`config.mk`:
```
export PLATFORM = sky130hd
export DESIGN_NAME = sonar_stream_recorder
export DESIGN_NICKNAME = d
export VERILOG_FILES = /design/src/rtl/sonar_rec_pkg.sv /design/src/rtl/sonar_sync_fifo.sv /design/src/rtl/sonar_stream_recorder.sv
export SDC_FILE = /design/constraint.sdc
export NUM_CORES = 2
export LEC_CHECK = 0
export CORE_ASPECT_RATIO = 0.7
export CORE_MARGIN = 5
export CORE_UTILIZATION = 45
export CTS_CLUSTER_SIZE = 8
export DETAILED_ROUTE_END_ITERATION = 8
export DONT_BUFFER_PORTS = 1
export GPL_ROUTABILITY_DRIVEN = 0
export HOLD_SLACK_MARGIN = 0.1
export PLACE_DENSITY = 0.63
export SYNTH_ARGS = -nofsm -noshare
export SYNTH_HDL_FRONTEND = slang
export SYNTH_SLANG_ARGS = --single-unit
export TNS_END_PERCENT = 30
```
`constraint.sdc`:
```
create_clock -name ap_clk -period 8.09 [get_ports ap_clk]
set_input_delay 1.2135 -clock ap_clk [delete_from_list [all_inputs] [get_ports ap_clk]]
set_output_delay 1.2135 -clock ap_clk [all_outputs]
set_load 0.02 [all_outputs]
```
`src/rtl/sonar_rec_pkg.sv`:
```
// rtl/sonar_rec_pkg.sv - Sonar record types, header layout, beat entry format and header builder
package sonar_rec_pkg;

    typedef enum logic [7:0] {
        REC_BEAT      = 8'd1,
        REC_END       = 8'd2,
        REC_TIMESTAMP = 8'd3
    } rec_type_e;

    localparam int HDR_TYPE_LSB  = 0;
    localparam int HDR_IFACE_LSB = 8;
    localparam int HDR_ARGC_LSB  = 16;

    localparam logic [7:0] ARGC_BEAT      = 8'd3;
    localparam logic [7:0] ARGC_END       = 8'd1;
    localparam logic [7:0] ARGC_TIMESTAMP = 8'd1;

    // Widest tdata/timestamp an entry can hold; narrower instances zero-extend into these fields.
    localparam int ENTRY_DATA_WIDTH = 64;
    localparam int ENTRY_TS_WIDTH   = 64;

    typedef struct packed {
        logic [ENTRY_DATA_WIDTH-1:0] tdata;
        logic                        tlast;
        logic [ENTRY_TS_WIDTH-1:0]   ts;
    } beat_entry_t;

    function automatic logic [31:0] make_header(rec_type_e recType, logic [7:0] iface, logic [7:0] argc);
        logic [31:0] hdr;
        hdr                     = '0;
        hdr[HDR_TYPE_LSB +: 8]  = recType;
        hdr[HDR_IFACE_LSB +: 8] = iface;
        hdr[HDR_ARGC_LSB +: 8]  = argc;
        return hdr;
    endfunction

    function automatic logic [7:0] argc_of(rec_type_e recType);
        return (recType == REC_BEAT) ? ARGC_BEAT :
               (recType == REC_END)  ? ARGC_END  : ARGC_TIMESTAMP;
    endfunction

endpackage

```
`src/rtl/sonar_sync_fifo.sv`:
```
// rtl/sonar_sync_fifo.sv - single-clock show-ahead FIFO with full/empty flags and fill level
module sonar_sync_fifo #(
    parameter int WIDTH = 8,
    parameter int DEPTH = 16
) (
    input  logic                     clk,
    input  logic                     rst_n,
    input  logic                     push,
    input  logic [WIDTH-1:0]         wrData,
    input  logic                     pop,
    output logic [WIDTH-1:0]         rdData,
    output logic                     full,
    output logic                     empty,
    output logic [$clog2(DEPTH):0]   level
);
    localparam int AW = $clog2(DEPTH);

    logic [WIDTH-1:0] mem [DEPTH];
    logic [AW:0]      wrPtr;
    logic [AW:0]      rdPtr;

    always_ff @(posedge clk or negedge rst_n) begin
        if (!rst_n) begin
            wrPtr <= '0;
            rdPtr <= '0;
        end else begin
            if (push && !full)
                wrPtr <= wrPtr + (AW+1)'(1);
            if (pop && !empty)
                rdPtr <= rdPtr + (AW+1)'(1);
        end
    end

    // Storage needs no reset: the pointers alone define which slots are valid.
    always_ff @(posedge clk) begin
        if (push && !full)
            mem[wrPtr[AW-1:0]] <= wrData;
    end

    assign level  = wrPtr - rdPtr;
    assign empty  = (level == '0);
    assign full   = level[AW];
    assign rdData = mem[rdPtr[AW-1:0]];

endmodule

```
`src/rtl/sonar_stream_recorder.sv`:
```
// rtl/sonar_stream_recorder.sv - passive AXI-Stream tap emitting timestamped Sonar BEAT/END/TIMESTAMP records
module sonar_stream_recorder
    import sonar_rec_pkg::*;
#(
    parameter int         DATA_WIDTH = 64,
    parameter int         TS_WIDTH   = 32,
    parameter logic [7:0] IFACE_ID   = 8'd0,
    parameter int         FIFO_DEPTH = 16
) (
    input  logic                  ap_clk,
    input  logic                  ap_rst_n,
    input  logic                  enable,
    input  logic                  ts_init,
    input  logic                  vector_end,
    input  logic [15:0]           vector_id,
    input  logic                  mon_tvalid,
    input  logic                  mon_tready,
    input  logic [DATA_WIDTH-1:0] mon_tdata,
    input  logic                  mon_tlast,
    output logic                  rec_tvalid,
    input  logic                  rec_tready,
    output logic [DATA_WIDTH-1:0] rec_tdata,
    output logic                  rec_tlast,
    output logic                  overflow,
    output logic [15:0]           drop_count
);
    typedef enum logic [2:0] {IDLE, HDR, ARG0, ARG1, ARG2} state_e;

    localparam int LW = $clog2(FIFO_DEPTH) + 1;

    state_e                state;
    rec_type_e             srcType;
    rec_type_e             selType;
    logic [TS_WIDTH-1:0]   tsCount;
    logic                  tsPending;
    logic                  endPending;
    logic [15:0]           endId;
    logic [DATA_WIDTH-1:0] singleArg;

    beat_entry_t capEntry;
    beat_entry_t headEntry;
    logic        fifoFull;
    logic        fifoEmpty;
    logic [LW-1:0] fifoLevel;

    logic capture, push, lastHs, popNow, beatAvail, endAvail, doSelect;

    assign capture  = enable & mon_tvalid & mon_tready;
    assign push     = capture & ~fifoFull;
    assign capEntry = '{tdata: ENTRY_DATA_WIDTH'(mon_tdata), tlast: mon_tlast, ts: ENTRY_TS_WIDTH'(tsCount)};

    // The head entry stays in the FIFO while its record is emitted, so the FIFO bounds
    // everything captured but not yet fully sent; it is popped on the record's last word.
    sonar_sync_fifo #(
        .WIDTH ($bits(beat_entry_t)),
        .DEPTH (FIFO_DEPTH)
    ) u_fifo (
        .clk    (ap_clk),
        .rst_n  (ap_rst_n),
        .push   (push),
        .wrData (capEntry),
        .pop    (popNow),
        .rdData (headEntry),
        .full   (fifoFull),
        .empty  (fifoEmpty),
        .level  (fifoLevel)
    );

    assign lastHs    = rec_tvalid & rec_tready & rec_tlast;
    assign popNow    = lastHs & (srcType == REC_BEAT);
    assign beatAvail = popNow ? (fifoLevel > LW'(1)) : !fifoEmpty;
    assign endAvail  = endPending & (popNow ? (fifoLevel == LW'(1)) : fifoEmpty);
    assign doSelect  = ((state == IDLE) | lastHs) & (beatAvail | tsPending | endAvail);
    assign selType   = beatAvail ? REC_BEAT : (tsPending ? REC_TIMESTAMP : REC_END);

    always_ff @(posedge ap_clk or negedge ap_rst_n) begin
        if (!ap_rst_n) begin
            tsCount    <= '0;
            tsPending  <= 1'b0;
            endPending <= 1'b0;
            endId      <= '0;
            overflow   <= 1'b0;
            drop_count <= '0;
        end else begin
            tsCount <= ts_init ? '0 : tsCount + TS_WIDTH'(1);
            if (ts_init)
                tsPending <= 1'b1;
            else if (doSelect && selType == REC_TIMESTAMP)
                tsPending <= 1'b0;
            if (doSelect && selType == REC_END)
                endPending <= 1'b0;
            if (vector_end) begin
                if (endPending && !(doSelect && selType == REC_END))
                    overflow <= 1'b1;
                else begin
                    endPending <= 1'b1;
                    endId      <= vector_id;
                end
            end
            if (capture && fifoFull) begin
                overflow <= 1'b1;
                if (drop_count != 16'hFFFF)
                    drop_count <= drop_count + 16'd1;
            end
        end
    end

    always_ff @(posedge ap_clk or negedge ap_rst_n) begin
        if (!ap_rst_n) begin
            state      <= IDLE;
            srcType    <= REC_BEAT;
            singleArg  <= '0;
            rec_tvalid <= 1'b0;
            rec_tdata  <= '0;
            rec_tlast  <= 1'b0;
        end else if (doSelect) begin
            state      <= HDR;
            srcType    <= selType;
            singleArg  <= (selType == REC_END) ? DATA_WIDTH'(endId) : DATA_WIDTH'(tsCount);
            rec_tvalid <= 1'b1;
            rec_tdata  <= DATA_WIDTH'(make_header(selType, IFACE_ID, argc_of(selType)));
            rec_tlast  <= 1'b0;
        end else if (lastHs) begin
            state      <= IDLE;
            rec_tvalid <= 1'b0;
            rec_tdata  <= '0;
            rec_tlast  <= 1'b0;
        end else if (rec_tvalid && rec_tready) begin
            case (state)
                HDR: begin
                    state     <= ARG0;
                    rec_tdata <= (srcType == REC_BEAT) ? DATA_WIDTH'(headEntry.tdata) : singleArg;
                    rec_tlast <= (srcType != REC_BEAT);
                end
                ARG0: begin
                    state     <= ARG1;
                    rec_tdata <= DATA_WIDTH'(headEntry.tlast);
                end
                ARG1: begin
                    state     <= ARG2;
                    rec_tdata <= DATA_WIDTH'(headEntry.ts);
                    rec_tlast <= 1'b1;
                end
                default: ;
            endcase
        end
    end

endmodule

```
# Word-level counts from Yosys, hierarchy flattened

Memories as Yosys holds them, arrays and structs flattened.
Cells that the tools add are included.

Mux-type cells: 32
Add/sub/neg operators: 5
$mul: 0
Shifts and indexed selects: 0
Bitwise gates (word level): 13
Reduce and logical (&&, ||, !) cells: 24
Eq/ne operators: 10
Magnitude comparators: 1
Div/mod/pow operators: 0

Operator list:

| cell                                                           | count |
|---|---|
| two-way mux 64 bit                                             | 4 |
| case mux 64 bit (3 select lines)                               | 1 |
| two-way mux 32 bit                                             | 2 |
| adder 32 x 1 -> 32 bit (second input constant)                 | 1 |
| two-way mux 1 bit                                              | 18 |
| adder 16 x 1 -> 16 bit (second input constant)                 | 1 |
| != test 16 bit (second input constant)                         | 1 |
| adder 5 x 1 -> 5 bit (second input constant)                   | 2 |
| AND reduction 2 bit                                            | 5 |
| two-way mux 3 bit                                              | 3 |
| case mux 3 bit (3 select lines)                                | 1 |
| AND 1 bit                                                      | 8 |
| equality test 8 x 1 -> 1 bit (second input constant)           | 1 |
| != test 8 x 1 -> 1 bit (second input constant)                 | 1 |
| nonzero test 2 bit                                             | 4 |
| logical AND 1 bit                                              | 7 |
| equality test 3 x 2 -> 1 bit (second input constant)           | 2 |
| equality test 5 x 1 -> 1 bit (second input constant)           | 1 |
| greater-than comparator 5 x 1 -> 1 bit (second input constant) | 1 |
| logical NOT 5 bit                                              | 1 |
| nonzero test 5 bit                                             | 1 |
| subtractor 5 bit                                               | 1 |
| equality test 2 bit (second input constant)                    | 2 |
| two-way mux 2 bit                                              | 2 |
| other kinds (9)                                                | 14 |

Memories: 1
Input bits: 89
Latch bits: 0
Bits in registers: 218
Word-level logic and storage cells: 100
Output and inout port bits: 83
Bits in read-only memories: 0
RAM bits: 1552

Memories:

| name       | depth | width | read ports | clocked after Yosys merged registers in | write ports | line                  | text |
|---|---|---|---|---|---|---|---|
| u_fifo.mem | 16    | 97    | 1          | 0                                       | 1           | sonar_sync_fifo.sv:18 | `logic [WIDTH-1:0] mem [DEPTH];` |

# Depth between registers and ports, before layout

Depth in word-level cells: 13
Mapped depth: 17
Mapped depth without buffers: 10

# Hierarchy

From an unflattened synthesis, not the netlist that was laid out.

Cells, all modules: 4475
Area total of the unflattened synthesis: 87446.4 um^2

Modules (own cells, without submodules):

| module                | cells an instance | area each (um^2) | sequential area each (um^2) | times used |
|---|---|---|---|---|
| sonar_sync_fifo       | 3644              | 79223.5          | 62229.7                     | 1 |
| sonar_stream_recorder | 831               | 8222.9           | 4255.3                      | 1 |

# Least setup slack after synthesis

No wires, ideal clock.

Path type: register to register
Start: register u_fifo.rdPtr[1]
End: memory u_fifo.mem[15][0] in the netlist's numbering, enable pin
Stages on the path, launching flop included: 14
Library setup time: 466 ps
Path buffers: 6
Arrival: 5143 ps
Period minus slack after synthesis: 5609 ps
Setup slack: 2481 ps
Required time: 7624 ps
Path through: dfrtp_1 > buf_4 > buf_6 > buf_4 > buf_2 > buf_4 > inv_1 > fa_1 > a21o_1 > a21oi_1 > xor2_1 > buf_4 > nor2_1 > and4_1

Cells in the longest elaborated chain, start to end: 6
Elaborated cells between the ends (all ways): 7
Those cells by class: add/sub (1); mux (2); bitwise (2); reduce/logical (2)

Ends and longest elaborated chain:

| element                                   | line                        | text |
|---|---|---|
| from (decl)                               | sonar_sync_fifo.sv:20       | `logic [AW:0] rdPtr;` |
| from (signal assigned)                    | sonar_sync_fifo.sv:30       | `rdPtr <= rdPtr + (AW+1)'(1);` |
| subtractor 5 bit *                        | sonar_sync_fifo.sv:40       | `assign level = wrPtr - rdPtr;` |
| inverter 1 bit                            | sonar_stream_recorder.sv:49 | `assign push = capture & ~fifoFull;` |
| AND 1 bit                                 | sonar_stream_recorder.sv:49 |  |
| logical AND 1 bit *                       | sonar_sync_fifo.sv:36       | `if (push && !full)` |
| two-way mux 1 bit *                       | sonar_sync_fifo.sv:36       |  |
| two-way mux 1 bit (implied by the code) * | sonar_sync_fifo.sv:37       | `mem[wrPtr[AW-1:0]] <= wrData;` |
| to (decl)                                 | sonar_sync_fifo.sv:18       |  |

Mark *: on every way between the ends. The rest lies on a longest branch, timed or not.

# Worst setup path after layout

Start: register u_fifo.rdPtr[1]
End: register rec_tdata[20]

Cells in the longest elaborated chain, start to end: 9
Elaborated cells between the ends (all ways): 20
Those cells by class: add/sub (1); order compare (1); eq/ne (1); mux (7); bitwise (4); reduce/logical (5); memory (1)

Ends and longest elaborated chain:

| element                                                  | line                         | text |
|---|---|---|
| branches (longest 9 deep; another with subtractor 5 bit) | n/a                          |  |
| to (signal assigned)                                     | sonar_stream_recorder.sv:121 | `rec_tdata <= DATA_WIDTH'(make_header(selType, IFACE_ID, argc_of(selType)));` |
| to (signal assigned)                                     | sonar_stream_recorder.sv:132 | `rec_tdata <= (srcType == REC_BEAT) ? DATA_WIDTH'(headEntry.tdata) : singleArg;` |
| to (signal assigned)                                     | sonar_stream_recorder.sv:137 | `rec_tdata <= DATA_WIDTH'(headEntry.tlast);` |
| to (decl)                                                | sonar_stream_recorder.sv:22  | `output logic [DATA_WIDTH-1:0] rec_tdata,` |

Several ways; the timed one is not identified. The select of a mux whose other input is x is not followed.
A chain may end at the register's enable or synchronous reset.

==> flow_summary.yaml <==
timing:
  timing.final.ws_setup_ns: 2.65
  finalCritPeriodShare: 0.673
  maxSlewHeadroom: 0.114
  slew_violations: 0
  worstMarginPinSlew_ns: 1.33
  rsz0062_at_grt: "false"
  fin_skew_ns: 0.0623
  final_hold_viol_count: 0
  setup_violations: 0
  period_needed_ns: 5.44
  fmax_ghz: 0.184
  fin_tns_setup_ns: 0
worst_setup_path:
  cp_max_fo: 60
  cp-start-kind: "flip-flop"
  critPathRequiredTime_ns: 8.80
  worstPathArrival_ns: 6.16
  critPathCaptureType: "flip-flop"
  path_class: "flip-flop to flip-flop"
cts:
  cts.htree.levels: 4
  root_buffer: "clkbuf_16"
  tritoncts: "built"
  cts-buffers-inserted: 234
  clk_pin_slew_ns: 0.05
  worstSkewPairLatency_ns: 0.85
  ctsResizeCount: 0
  cts.path.max_buffers: 3
  cts_sinks: 1732
placement:
  dpl.hpwl_mm: 100
  portBuffers: 0
  dp_slack_ns: 2.69
yosys:
  ys_seq_area_frac: 0.763
  synth_largest_area_cell: "edfxtp_1"
  synth_area_leaders: "edfxtp_1 70%, mux4_2 15%, dfrtp_1 6.7%"
  ys_ff_latch: 1732
  synth.distinct_cells: 68
  synth_top_area_frac: 0.696
  syn_area_sq_mm: 0.0670
  syn_avg_cell_area_sq_um: 21.3
  synth_flop_cell: "edfxtp_1"
  syn_nets: 3241
  async_flop_share: 0.104
  yosys_warnings: 0
  synth-edff-count: 1552
  syn_inst: 3140
detailed_routing:
  drt_iter0_drc: 4296
  num_vias: 33700
  drcViolationCount: 0
  antenna_left: 0
  finalWirelength_mm: 178
  first_pass_iters: 6
  wl_per_cell_um: 32.8
  vias_per_cell: 6.19
layout:
  nFillCells: 11300
  antenna_cells: 0
  drive_above_1_share: 0.234
  nets: 3361
  synthToLayoutAreaGrowth_pct: 13.9
global_routing:
  grt_pass1_wl_mm: 256
  antenna_found_initial: 10
  track_usage: 0.227
  overflow: 0
  grt_max_degree: 146
  grt_pass1_vias: 34200
floorplan:
  die_w_um: 471
  start_util: 0.453
  dieArea_sq_mm: 0.157
  fp.dieH_um: 333
  placementRows: 118
  ios: 172
  core_sq_mm: 0.148
pwr:
  peakVddDrop_mv: 0.252
  total_power_uw: 25500
  p_per_area_mw_per_mm2: 335
  p_leak_uw: 0.0247
run_status:
  status: "finished, final reports clean"
flow_run:
  maxCapViolations: 0
min_path:
  hp-class: "input port to async pin"
-- routing by layer --
metal  vias to the layer above  share of wire  track usage
met5                         -        0.00013            0
met4                         4          0.023       0.0613
met3                       262           0.11       0.0707
met2                      1944           0.44        0.325
met1                     18200           0.42        0.339
li1                      13300              -            -
-- metrics by stage --
step	hold slack (ns)	instances	area, sq um	utilization
floorplan	0.438	3140	67000	-
global placement	0.463	5002	69300	0.468
detailed placement	0.473	5002	69300	0.468
CTS	0.193	5439	76300	0.516
global route	0.216	5439	76300	0.516
finish	0.251	5439	76300	0.516
-- worst max-delay path, stage by stage, from the launching register on --
cell and delay, ns:
dfrtp_4 1.12, inv_1 0.23, fa_1 0.51, a21o_1 0.18, a21oi_1 0.24, xor2_1 0.18
buf_4 0.24, o31a_2 0.92, or2_1 1.10, buf_4 0.42, a31oi_1 0.11
-- layout by cell type, fill, tap and decap left out, types with 8 or more instances in the layout --
master	netlist	layout
edfxtp_1	1552	1552
mux4_2	435	435
clkbuf_16	0	234
clkbuf_1	81	185
dfrtp_1	179	175
nand2_1	155	155
nor3_1	65	64
mux2i_1	55	55
nand3_1	50	50
nor2_1	48	46
buf_4	7	46
a221o_1	45	45
inv_1	43	43
o2bb2ai_1	32	32
a31oi_1	32	32
xnor2_1	31	31
xor2_1	24	24
and2_1	27	19
mux2_2	19	19
nand4_1	17	17
a22o_1	15	15
o21ai_0	14	14
a21oi_1	11	11
ha_1	11	11
and3_1	14	10
mux2_4	10	10
buf_12	0	9
and2_4	0	8
-- state kept, by name, indices dropped and copies added (netlist names) --
register and flops:
u_fifo.mem 1552, rec_tdata 64, singleArg 32, tsCount 32, drop_count 16, endId 16
u_fifo.rdPtr 5, u_fifo.wrPtr 5, state 3, srcType 2, endPending 1, overflow 1
rec_tlast 1, rec_tvalid 1, tsPending 1
-- Yosys cell counts (31+ instances only) --
cell type	number
edfxtp_1	1552
mux4_2	435
dfrtp_1	179
nand2_1	155
clkbuf_1	81
nor3_1	65
buf_2	62
mux2i_1	55
nand3_1	50
nor2_1	48
a221o_1	45
inv_1	43
a31oi_1	32
o2bb2ai_1	32
xnor2_1	31
-- repair_timing --
action | CTS | global route
endpoints found under the hold margin | 145 | 0
hold buffers | 2 | 0
buffers inserted | 0 | 0
-- power breakdown --
group / switching [uW] / internal, uW / total [uW] / leakage (uW)
Sequential: 680 / 9900 / 10600 / 0.0165
Clock: 3710 / 5440 / 9150 / 0.00325
Combinational: 3220 / 2580 / 5800 / 0.00501
-- kinds of logic (layout without fill, tap and decap cells) --
logic type               Yosys count  in the layout  share of synthesized area
AND/OR/NAND/NOR                  419            419                     0.0303
buffers and inverters            218            537                     0.0141
XOR/XNOR                          55             55                    0.00719
AO/OA/AOI/OAI                    184            184                     0.0226
adder cells (fa/ha/maj)           12             12                    0.00235
flip-flops                      1732           1732                      0.763
multiplexers                     520            520                      0.160
-- path summary, 6_finish.rpt --
check / startpoint / endpoint / slack (ns) / cells after the start
worst max-delay path: u_fifo.rdPtr[1] / rec_tdata[20] / 2.65 / 10
worst min-delay path: ap_rst_n / srcType[0] / 0.25 / 0
worst max register to register: u_fifo.rdPtr[1] / rec_tdata[20] / 2.65 / 10
worst min register to register: srcType[1] / srcType[1] / 0.49 / 2
max in group asynchronous: ap_rst_n / endId[11] / 6.84 / 1
min in group ap_clk: mon_tdata[19] / u_fifo.mem[15][52] / 0.46 / 0
-- final cells by class --
| cell class | count | area, sq um | area share |
|---|---|---|---|
| inverters | 45 | 176 | 0.00231 |
| clock inverters | 15 | 344 | 0.00451 |
| flip-flops and latches | 1732 | 51100 | 0.670 |
| well taps | 1980 | 2480 | 0.0325 |
| repair buffers | 57 | 581 | 0.00761 |
| clock buffers | 420 | 6560 | 0.0861 |
| multi-input cells | 1190 | 15000 | 0.197 |
(Power assumes the default switching activity.)
